`src/rtl/rggen_apb_initiator_pkg.sv`:
```
// rggen_rtl_pkg: shared types for the APB initiator and its helpers.
//   rggen_apb_status_e          - completion status reported on the response port
//   rggen_apb_initiator_state_e - transaction sequencer states
//   RGGEN_APB_PPROT_DEFAULT     - protection attribute driven on every transfer
//   rggen_byte_lanes_log2()     - number of address bits covered by one bus word
package rggen_rtl_pkg;

    typedef enum logic [1:0] {
        OKAY    = 2'd0,
        SLVERR  = 2'd1,
        TIMEOUT = 2'd2
    } rggen_apb_status_e;

    typedef enum logic [1:0] {
        IDLE,
        SETUP,
        ACCESS,
        RESPONSE
    } rggen_apb_initiator_state_e;

    localparam logic [2:0] RGGEN_APB_PPROT_DEFAULT = 3'b000;

    function automatic int unsigned rggen_byte_lanes_log2(input int unsigned bus_width);
        return $clog2(bus_width / 8);
    endfunction

endpackage

```
`src/rtl/rggen_apb_initiator_if.sv`:
```
// rggen_apb_if: APB3/APB4 bus bundle.
//   master modport - drives psel, penable, paddr, pprot, pwrite, pstrb, pwdata;
//                    samples pready, prdata, pslverr
//   slave modport  - the mirror image, used by register blocks
interface rggen_apb_if #(
    parameter int unsigned ADDRESS_WIDTH = 8,
    parameter int unsigned BUS_WIDTH     = 32
);

    logic                       psel;
    logic                       penable;
    logic [ADDRESS_WIDTH-1:0]   paddr;
    logic [2:0]                 pprot;
    logic                       pwrite;
    logic [BUS_WIDTH/8-1:0]     pstrb;
    logic [BUS_WIDTH-1:0]       pwdata;
    logic                       pready;
    logic [BUS_WIDTH-1:0]       prdata;
    logic                       pslverr;

    modport master (
        output psel, penable, paddr, pprot, pwrite, pstrb, pwdata,
        input  pready, prdata, pslverr
    );

    modport slave (
        input  psel, penable, paddr, pprot, pwrite, pstrb, pwdata,
        output pready, prdata, pslverr
    );

endinterface

```
`src/rtl/rggen_apb_initiator_wait_timer.sv`:
```
// rggen_wait_timer: saturating wait-cycle counter for bus initiators.
//   i_clk, i_rst - clock, synchronous active-high reset
//   i_clear      - restart the count (asserted the cycle before waiting begins)
//   i_enable     - one wait cycle elapses in this cycle
//   o_expired    - this enabled cycle is the CYCLES-th consecutive wait
// CYCLES = 0 disables the timer entirely (o_expired stays low).
module rggen_wait_timer #(
    parameter int unsigned CYCLES = 256
)(
    input  logic i_clk,
    input  logic i_rst,
    input  logic i_clear,
    input  logic i_enable,
    output logic o_expired
);

    if (CYCLES == 0) begin : g_disabled
        logic unused_inputs;
        assign unused_inputs = &{1'b0, i_clk, i_rst, i_clear, i_enable};
        assign o_expired     = 1'b0;
    end else begin : g_timer
        localparam int unsigned WIDTH = $clog2(CYCLES + 1);
        localparam logic [WIDTH-1:0] LIMIT = WIDTH'(CYCLES);

        logic [WIDTH-1:0] count_q;
        logic [WIDTH-1:0] count_d;

        always_comb begin
            count_d = count_q;
            if (i_clear) begin
                count_d = '0;
            end else if (i_enable && (count_q != LIMIT)) begin
                count_d = count_q + 1'b1;
            end
        end

        always_ff @(posedge i_clk) begin
            if (i_rst) begin
                count_q <= '0;
            end else begin
                count_q <= count_d;
            end
        end

        // Flag expiry combinationally on the wait cycle that brings the count
        // to the limit so the caller can abort on that same edge.
        assign o_expired = i_enable && !i_clear && (count_q >= (LIMIT - 1'b1));
    end

endmodule

```
`src/rtl/rggen_apb_initiator.sv`:
```
// rggen_apb_initiator: turns a valid/ready command port into single APB
// transfers and returns status/read data on a valid/ready response port.
//   i_clk, i_rst           - clock, synchronous active-high reset
//   i_request_*            - command: write flag, byte address, data, strobes
//   o_request_ready        - high only while idle (and not in reset)
//   o_response_valid       - response pending; held until i_response_ready
//   o_response_status      - OKAY / SLVERR / TIMEOUT
//   o_response_read_data   - read data (0 for writes and timeouts)
//   apb_if                 - APB master port
module rggen_apb_initiator
    import rggen_rtl_pkg::*;
#(
    parameter int unsigned ADDRESS_WIDTH  = 8,
    parameter int unsigned BUS_WIDTH      = 32,
    parameter int unsigned TIMEOUT_CYCLES = 256
)(
    input  logic                        i_clk,
    input  logic                        i_rst,
    input  logic                        i_request_valid,
    output logic                        o_request_ready,
    input  logic                        i_request_write,
    input  logic [ADDRESS_WIDTH-1:0]    i_request_address,
    input  logic [BUS_WIDTH-1:0]        i_request_write_data,
    input  logic [BUS_WIDTH/8-1:0]      i_request_strobe,
    output logic                        o_response_valid,
    input  logic                        i_response_ready,
    output rggen_apb_status_e           o_response_status,
    output logic [BUS_WIDTH-1:0]        o_response_read_data,
    rggen_apb_if.master                 apb_if
);

    localparam int unsigned ADDR_LSB = rggen_byte_lanes_log2(BUS_WIDTH);
    localparam logic [ADDRESS_WIDTH-1:0] ADDRESS_MASK = {ADDRESS_WIDTH{1'b1}} << ADDR_LSB;

    rggen_apb_initiator_state_e state_q, state_d;
    logic                       psel_q, psel_d;
    logic                       penable_q, penable_d;
    logic                       pwrite_q, pwrite_d;
    logic [ADDRESS_WIDTH-1:0]   paddr_q, paddr_d;
    logic [BUS_WIDTH-1:0]       pwdata_q, pwdata_d;
    logic [BUS_WIDTH/8-1:0]     pstrb_q, pstrb_d;
    logic                       response_valid_q, response_valid_d;
    rggen_apb_status_e          response_status_q, response_status_d;
    logic [BUS_WIDTH-1:0]       response_read_data_q, response_read_data_d;
    logic                       timer_expired;

    assign o_request_ready      = (state_q == IDLE) && !i_rst;
    assign o_response_valid     = response_valid_q;
    assign o_response_status    = response_status_q;
    assign o_response_read_data = response_read_data_q;

    assign apb_if.psel    = psel_q;
    assign apb_if.penable = penable_q;
    assign apb_if.pwrite  = pwrite_q;
    assign apb_if.paddr   = paddr_q;
    assign apb_if.pwdata  = pwdata_q;
    assign apb_if.pstrb   = pstrb_q;
    assign apb_if.pprot   = RGGEN_APB_PPROT_DEFAULT;

    rggen_wait_timer #(
        .CYCLES (TIMEOUT_CYCLES)
    ) u_wait_timer (
        .i_clk     (i_clk),
        .i_rst     (i_rst),
        .i_clear   (state_q == SETUP),
        .i_enable  ((state_q == ACCESS) && !apb_if.pready),
        .o_expired (timer_expired)
    );

    always_comb begin
        state_d              = state_q;
        psel_d               = psel_q;
        penable_d            = penable_q;
        pwrite_d             = pwrite_q;
        paddr_d              = paddr_q;
        pwdata_d             = pwdata_q;
        pstrb_d              = pstrb_q;
        response_valid_d     = response_valid_q;
        response_status_d    = response_status_q;
        response_read_data_d = response_read_data_q;

        case (state_q)
            IDLE: begin
                if (i_request_valid && o_request_ready) begin
                    state_d  = SETUP;
                    psel_d   = 1'b1;
                    pwrite_d = i_request_write;
                    paddr_d  = i_request_address & ADDRESS_MASK;
                    pwdata_d = i_request_write_data;
                    pstrb_d  = i_request_write ? i_request_strobe : '0;
                end
            end
            SETUP: begin
                state_d   = ACCESS;
                penable_d = 1'b1;
            end
            ACCESS: begin
                // pready takes priority over an expiring timer on the same cycle.
                if (apb_if.pready) begin
                    state_d              = RESPONSE;
                    psel_d               = 1'b0;
                    penable_d            = 1'b0;
                    response_valid_d     = 1'b1;
                    response_status_d    = apb_if.pslverr ? SLVERR : OKAY;
                    response_read_data_d = pwrite_q ? '0 : apb_if.prdata;
                end else if (timer_expired) begin
                    state_d              = RESPONSE;
                    psel_d               = 1'b0;
                    penable_d            = 1'b0;
                    response_valid_d     = 1'b1;
                    response_status_d    = TIMEOUT;
                    response_read_data_d = '0;
                end
            end
            RESPONSE: begin
                if (i_response_ready) begin
                    state_d          = IDLE;
                    response_valid_d = 1'b0;
                end
            end
            default: begin
                state_d = IDLE;
            end
        endcase
    end

    always_ff @(posedge i_clk) begin
        if (i_rst) begin
            state_q              <= IDLE;
            psel_q               <= 1'b0;
            penable_q            <= 1'b0;
            pwrite_q             <= 1'b0;
            paddr_q              <= '0;
            pwdata_q             <= '0;
            pstrb_q              <= '0;
            response_valid_q     <= 1'b0;
            response_status_q    <= OKAY;
            response_read_data_q <= '0;
        end else begin
            state_q              <= state_d;
            psel_q               <= psel_d;
            penable_q            <= penable_d;
            pwrite_q             <= pwrite_d;
            paddr_q              <= paddr_d;
            pwdata_q             <= pwdata_d;
            pstrb_q              <= pstrb_d;
            response_valid_q     <= response_valid_d;
            response_status_q    <= response_status_d;
            response_read_data_q <= response_read_data_d;
        end
    end

endmodule
```
`src/flat_wrapper.sv`:
```
// flat-port wrapper written by rule: the top's interface ports become plain ports
module rggen_apb_initiator_flat import rggen_rtl_pkg::*;
#(
    parameter int unsigned ADDRESS_WIDTH  = 8,
    parameter int unsigned BUS_WIDTH      = 32,
    parameter int unsigned TIMEOUT_CYCLES = 256
)
  (i_clk, i_rst, i_request_valid, o_request_ready, i_request_write, i_request_address, i_request_write_data, i_request_strobe, o_response_valid, i_response_ready, o_response_status, o_response_read_data, apb_if_psel, apb_if_penable, apb_if_paddr, apb_if_pprot, apb_if_pwrite, apb_if_pstrb, apb_if_pwdata, apb_if_pready, apb_if_prdata, apb_if_pslverr);
  rggen_apb_if #(.ADDRESS_WIDTH(ADDRESS_WIDTH), .BUS_WIDTH(BUS_WIDTH)) apb_if_i ();
  input  logic i_clk;
  input  logic i_rst;
  input  logic i_request_valid;
  output logic o_request_ready;
  input  logic i_request_write;
  input  logic [ADDRESS_WIDTH-1:0] i_request_address;
  input  logic [BUS_WIDTH-1:0] i_request_write_data;
  input  logic [BUS_WIDTH/8-1:0] i_request_strobe;
  output logic o_response_valid;
  input  logic i_response_ready;
  output rggen_apb_status_e o_response_status;
  output logic [BUS_WIDTH-1:0] o_response_read_data;
  output wire logic [$bits(apb_if_i.psel)-1:0] apb_if_psel;
  output wire logic [$bits(apb_if_i.penable)-1:0] apb_if_penable;
  output wire logic [$bits(apb_if_i.paddr)-1:0] apb_if_paddr;
  output wire logic [$bits(apb_if_i.pprot)-1:0] apb_if_pprot;
  output wire logic [$bits(apb_if_i.pwrite)-1:0] apb_if_pwrite;
  output wire logic [$bits(apb_if_i.pstrb)-1:0] apb_if_pstrb;
  output wire logic [$bits(apb_if_i.pwdata)-1:0] apb_if_pwdata;
  input wire logic [$bits(apb_if_i.pready)-1:0] apb_if_pready;
  input wire logic [$bits(apb_if_i.prdata)-1:0] apb_if_prdata;
  input wire logic [$bits(apb_if_i.pslverr)-1:0] apb_if_pslverr;
  assign apb_if_psel = apb_if_i.psel;
  assign apb_if_penable = apb_if_i.penable;
  assign apb_if_paddr = apb_if_i.paddr;
  assign apb_if_pprot = apb_if_i.pprot;
  assign apb_if_pwrite = apb_if_i.pwrite;
  assign apb_if_pstrb = apb_if_i.pstrb;
  assign apb_if_pwdata = apb_if_i.pwdata;
  assign apb_if_i.pready = apb_if_pready;
  assign apb_if_i.prdata = apb_if_prdata;
  assign apb_if_i.pslverr = apb_if_pslverr;
  rggen_apb_initiator #(.ADDRESS_WIDTH(ADDRESS_WIDTH), .BUS_WIDTH(BUS_WIDTH), .TIMEOUT_CYCLES(TIMEOUT_CYCLES)) u_core (.i_clk(i_clk), .i_rst(i_rst), .i_request_valid(i_request_valid), .o_request_ready(o_request_ready), .i_request_write(i_request_write), .i_request_address(i_request_address), .i_request_write_data(i_request_write_data), .i_request_strobe(i_request_strobe), .o_response_valid(o_response_valid), .i_response_ready(i_response_ready), .o_response_status(o_response_status), .o_response_read_data(o_response_read_data), .apb_if(apb_if_i));
endmodule
```
`config.mk`:
```
export PLATFORM = sky130hd
export DESIGN_NAME = rggen_apb_initiator_flat
export DESIGN_NICKNAME = d
export VERILOG_FILES = /design/src/rtl/rggen_apb_initiator_pkg.sv /design/src/rtl/rggen_apb_initiator_if.sv /design/src/rtl/rggen_apb_initiator_wait_timer.sv /design/src/rtl/rggen_apb_initiator.sv /design/src/flat_wrapper.sv
export SDC_FILE = /design/constraint.sdc
export NUM_CORES = 1
export LEC_CHECK = 0
export CAP_MARGIN = 20
export CELL_PAD_IN_SITES_DETAIL_PLACEMENT = 1
export CELL_PAD_IN_SITES_GLOBAL_PLACEMENT = 1
export CORE_MARGIN = 4
export CORE_UTILIZATION = 26
export DETAILED_ROUTE_END_ITERATION = 12
export HOLD_SLACK_MARGIN = 0.12
export PLACE_DENSITY = 0.79
export SYNTH_ARGS = -nofsm -noshare
export SYNTH_HDL_FRONTEND = slang
export SYNTH_SLANG_ARGS = --single-unit
export TNS_END_PERCENT = 1
```
`constraint.sdc`:
```
create_clock -name i_clk -period 1.65 [get_ports i_clk]
set_input_delay 0.33 -clock i_clk [delete_from_list [all_inputs] [get_ports i_clk]]
set_output_delay 0.33 -clock i_clk [all_outputs]
set_load 0.05 [all_outputs]
```
==> results.ini <==
[outcome]
status = finished with violations
violations = setup timing

[global_routing]
grt_start_max_net_pins = 77
antenna_found_initial = 0
grt_pass1_wl_um = 18710
grt_pass1_vias = 3882
gr-total-overflow = 0
grt_usage = 0.1439

[die]
row_count = 43
fp.dieH_um = 127.2
start_util = 0.2660
boundaryPins = 169
dieArea_um2 = 16170
die_x_um = 127.2
core_um2 = 13880

[synth]
synthCells = 435
synth_ff_type = dfxtp_1
synth-compound-area-share = 0.1078
synth_area_per_cell_um2 = 8.488
yosysUniqueCellTypes = 42
synth-seq-area-share = 0.4934
synth_edf_count = 0
synthMuxAreaShare = 0.08946
netlist_area_um2 = 3692
async_flop_share = 0
synth-simple-area-share = 0.2199
synth_fa_ha_area_frac = 0.02711
synth_top_family_by_area = simple AND/OR/NAND/NOR gates
yosysWarnings = 0
synth_seq_cells = 91
synthXorXnorAreaFrac = 0.009488

[placed_design]
io_buffers = 161
pre_cts_slack_ns = -0.2173
dpl.cell_count = 776
hpwl_um = 8893
routabilityCongestion = 0.8187

[pwr]
power_leakage_nw = 2.561
powerDensity_nw_per_um2 = 1302
ir_worst_vdd_mv = 1.083

[timing]
period_needed_ns = 1.715
fin_ws_ns = -0.06540
setup_viol = 36
fmax_mhz = 583.0
grt_setup_unrepaired = yes
worstMarginPinSlew_ns = 0.4922
finalCritPeriodShare = 1.040
slew_headroom = 0.6673
hold_viol = 0
tns_ns = -1.689
slew_viol_final = 0
finalClockSkew_ns = 0.005282

[drt]
routed_wl_um = 11670
first_pass_iters = 4
vias_per_cell = 4.532
drt_iter0_drc = 137
drc = 0
wl_per_cell_um = 14.73
ant_nets = 0
vias = 3589

[cts]
clk_pin_slew_ns = 0.07
clockBufferDepth = 2
root_buffer = clkbuf_16
clock_latency_ns = 0.34
clkSinkCount = 91
cts_inserted_buffers = 9
cts_hold_buf = 0
cts_setup_buffers = 0
htree_levels = 3
cts_tree = built

[min_path]
holdCritPathClass = flip-flop to flip-flop

[worst_setup_path]
reg2reg_setup_slack_ns = -0.07
critical_path_buf_inv_count = 0
critPathRequiredTime_ns = 1.86
arrival_ns = 1.92
path_class = flip-flop to flip-flop
endpoint_kind = flip-flop
path_cells = ha_4, nand4_1, nor2_1, ha_2, nor2_2, o211a_1, o211ai_1, o41ai_2
slowest_stage = dfxtp_2
crit_family = compound AO/OA/AOI/OAI gates
start_kind = flip-flop
slowest_delay_ns = 0.35
crit_path_max_fanout = 3

[final_layout]
syn_to_final_growth_pct = 60.42
finalNonFillerCells = 792
layout.nets = 698
antenna_cells = 0
drive_gt1_frac = 0.2467

[run]
cap_violations = 0

==> worst register-to-register path, stage by stage, from the launching register on <==
cell and delay, ns:
dfxtp_2 0.35, ha_4 0.14, nand4_1 0.13, nor2_1 0.15
ha_2 0.22, nor2_2 0.05, o211a_1 0.16, o211ai_1 0.26
o41ai_2 0.14
==> final timing paths <==
| path | startpoint | end | cells after the start |
|---|---|---|---|
| hold reg to reg | u_core.apb_if.pstrb[3] | u_core.apb_if.pstrb[3] | 2 |
| hold / removal | u_core.apb_if.pstrb[3] | u_core.apb_if.pstrb[3] | 2 |
| setup / recovery | u_core.u_wait_timer.g_timer.count_q[0] | u_core.state_q[1] | 8 |
| setup reg to reg | u_core.u_wait_timer.g_timer.count_q[0] | u_core.state_q[1] | 8 |
==> placed cells by master (no fill, tap or decap), drive strengths merged <==
cell / instances
nand4: 4
a211oi: 3
nor4: 1
or3: 3
conb: 5
clkdlybuf4s50: 80
buf: 107
a21o: 1
xnor2: 3
nor3: 1
bufinv: 3
clkbuf: 9
nand3: 8
a41oi: 1
dfxtp: 91
clkinvlp: 1
nor3b: 1
mux2i: 33
ha: 8
o311a: 1
o221a: 2
nor4b: 2
a31o: 1
o211ai: 2
o211a: 1
nand2: 152
o21ai: 44
nand2b: 4
a31oi: 1
xor2: 1
nor2b: 2
o41ai: 1
nor2: 11
inv: 10
and4: 1
a311oi: 1
and2b: 1
clkinv: 2
a21oi: 9
==> registers in the layout (all words and copies together) (netlist names) <==
| register | cells |
|---|---|
| u_core.apb_if.pstrb | 4 |
| u_core.apb_if.paddr | 6 |
| u_core.apb_if.psel | 1 |
| u_core.o_response_status | 2 |
| u_core.apb_if.pwrite | 1 |
| u_core.o_response_valid | 1 |
| u_core.apb_if.penable | 1 |
| u_core.apb_if.pwdata | 32 |
| u_core.u_wait_timer.g_timer.count_q | 9 |
| u_core.state_q | 2 |
| u_core.o_response_read_data | 32 |
==> per-stage QoR <==
stage,hold WS [ns],cell area [um^2],total power [mW],utilization
floorplan,0.4260,3731,4.328,-
finish,0.4576,5923,7.712,0.4267
detailed placement,0.4536,5503,5.321,0.3964
global route,0.4820,5923,8.125,0.4267
global placement,0.4381,5503,5.236,0.3964
CTS,0.4627,5891,7.805,0.4244
==> power breakdown <==
group / total, mW / switching [mW] / leakage (nW) / internal, mW
sequential: 2.65 / 0.169 / 0.742 / 2.48
combinational: 2.68 / 1.69 / 1.65 / 0.992
clock: 2.39 / 0.895 / 0.166 / 1.49
total: 7.71 / 2.75 / 2.56 / 4.96
==> final cells by class <==
| type | count | area, um^2 |
|---|---|---|
| Clock buffer | 9 | 225.2 |
| Tap cell | 180 | 225.2 |
| Fill cell | 1628 | 7958 |
| Timing Repair Buffer | 187 | 1704 |
| Clock inverter | 7 | 123.9 |
| Inverter | 9 | 33.78 |
| Sequential cell | 91 | 1827 |
| Multi-Input combinational cell | 309 | 1784 |
==> routing by layer <==
metal / vias to the layer above / GRT usage / part of all wire
li1: 1769 / - / -
met4: 0 / 0.05678 / 0.024
met2: 111 / 0.2618 / 0.52
met3: 19 / 0.05393 / 0.075
met5: - / 0 / 0
met1: 1690 / 0.1494 / 0.38
==> cell families after synthesis <==
kind of cell | count (synthesis)
flip-flops | 91
buffers and inverters | 39
multiplexers | 33
adder cells (fa/ha/maj) | 8
other | 1
AO/OA/AOI/OAI | 68
XOR/XNOR | 4
AND/OR/NAND/NOR | 191
==> Yosys cell counts, drive strengths merged (2+ instances only) <==
cell type,number,area [um^2]
inv,8,30.03
o21ai,44,224.0
buf,11,86.33
nand3,8,52.55
or3,3,18.77
nand2,152,570.6
o221a,2,22.52
nor2,11,43.80
dfxtp,91,1822
o211ai,2,15.01
ha,8,100.1
a21oi,9,45.04
nor4b,2,17.52
nand2b,4,25.02
xnor2,3,26.28
a211oi,3,22.52
nor2b,2,12.51
nand4,4,31.28
clkbuf,19,71.32
mux2i,33,330.3
==> timing repair <==
| item | CTS | global route |
|---|---|---|
| pin swaps | 3 | 2 |
| resized for setup | 8 | 10 |
| setup endpoints to repair | 41 | 86 |
No activity file was read; power rests on OpenSTA's default activity.
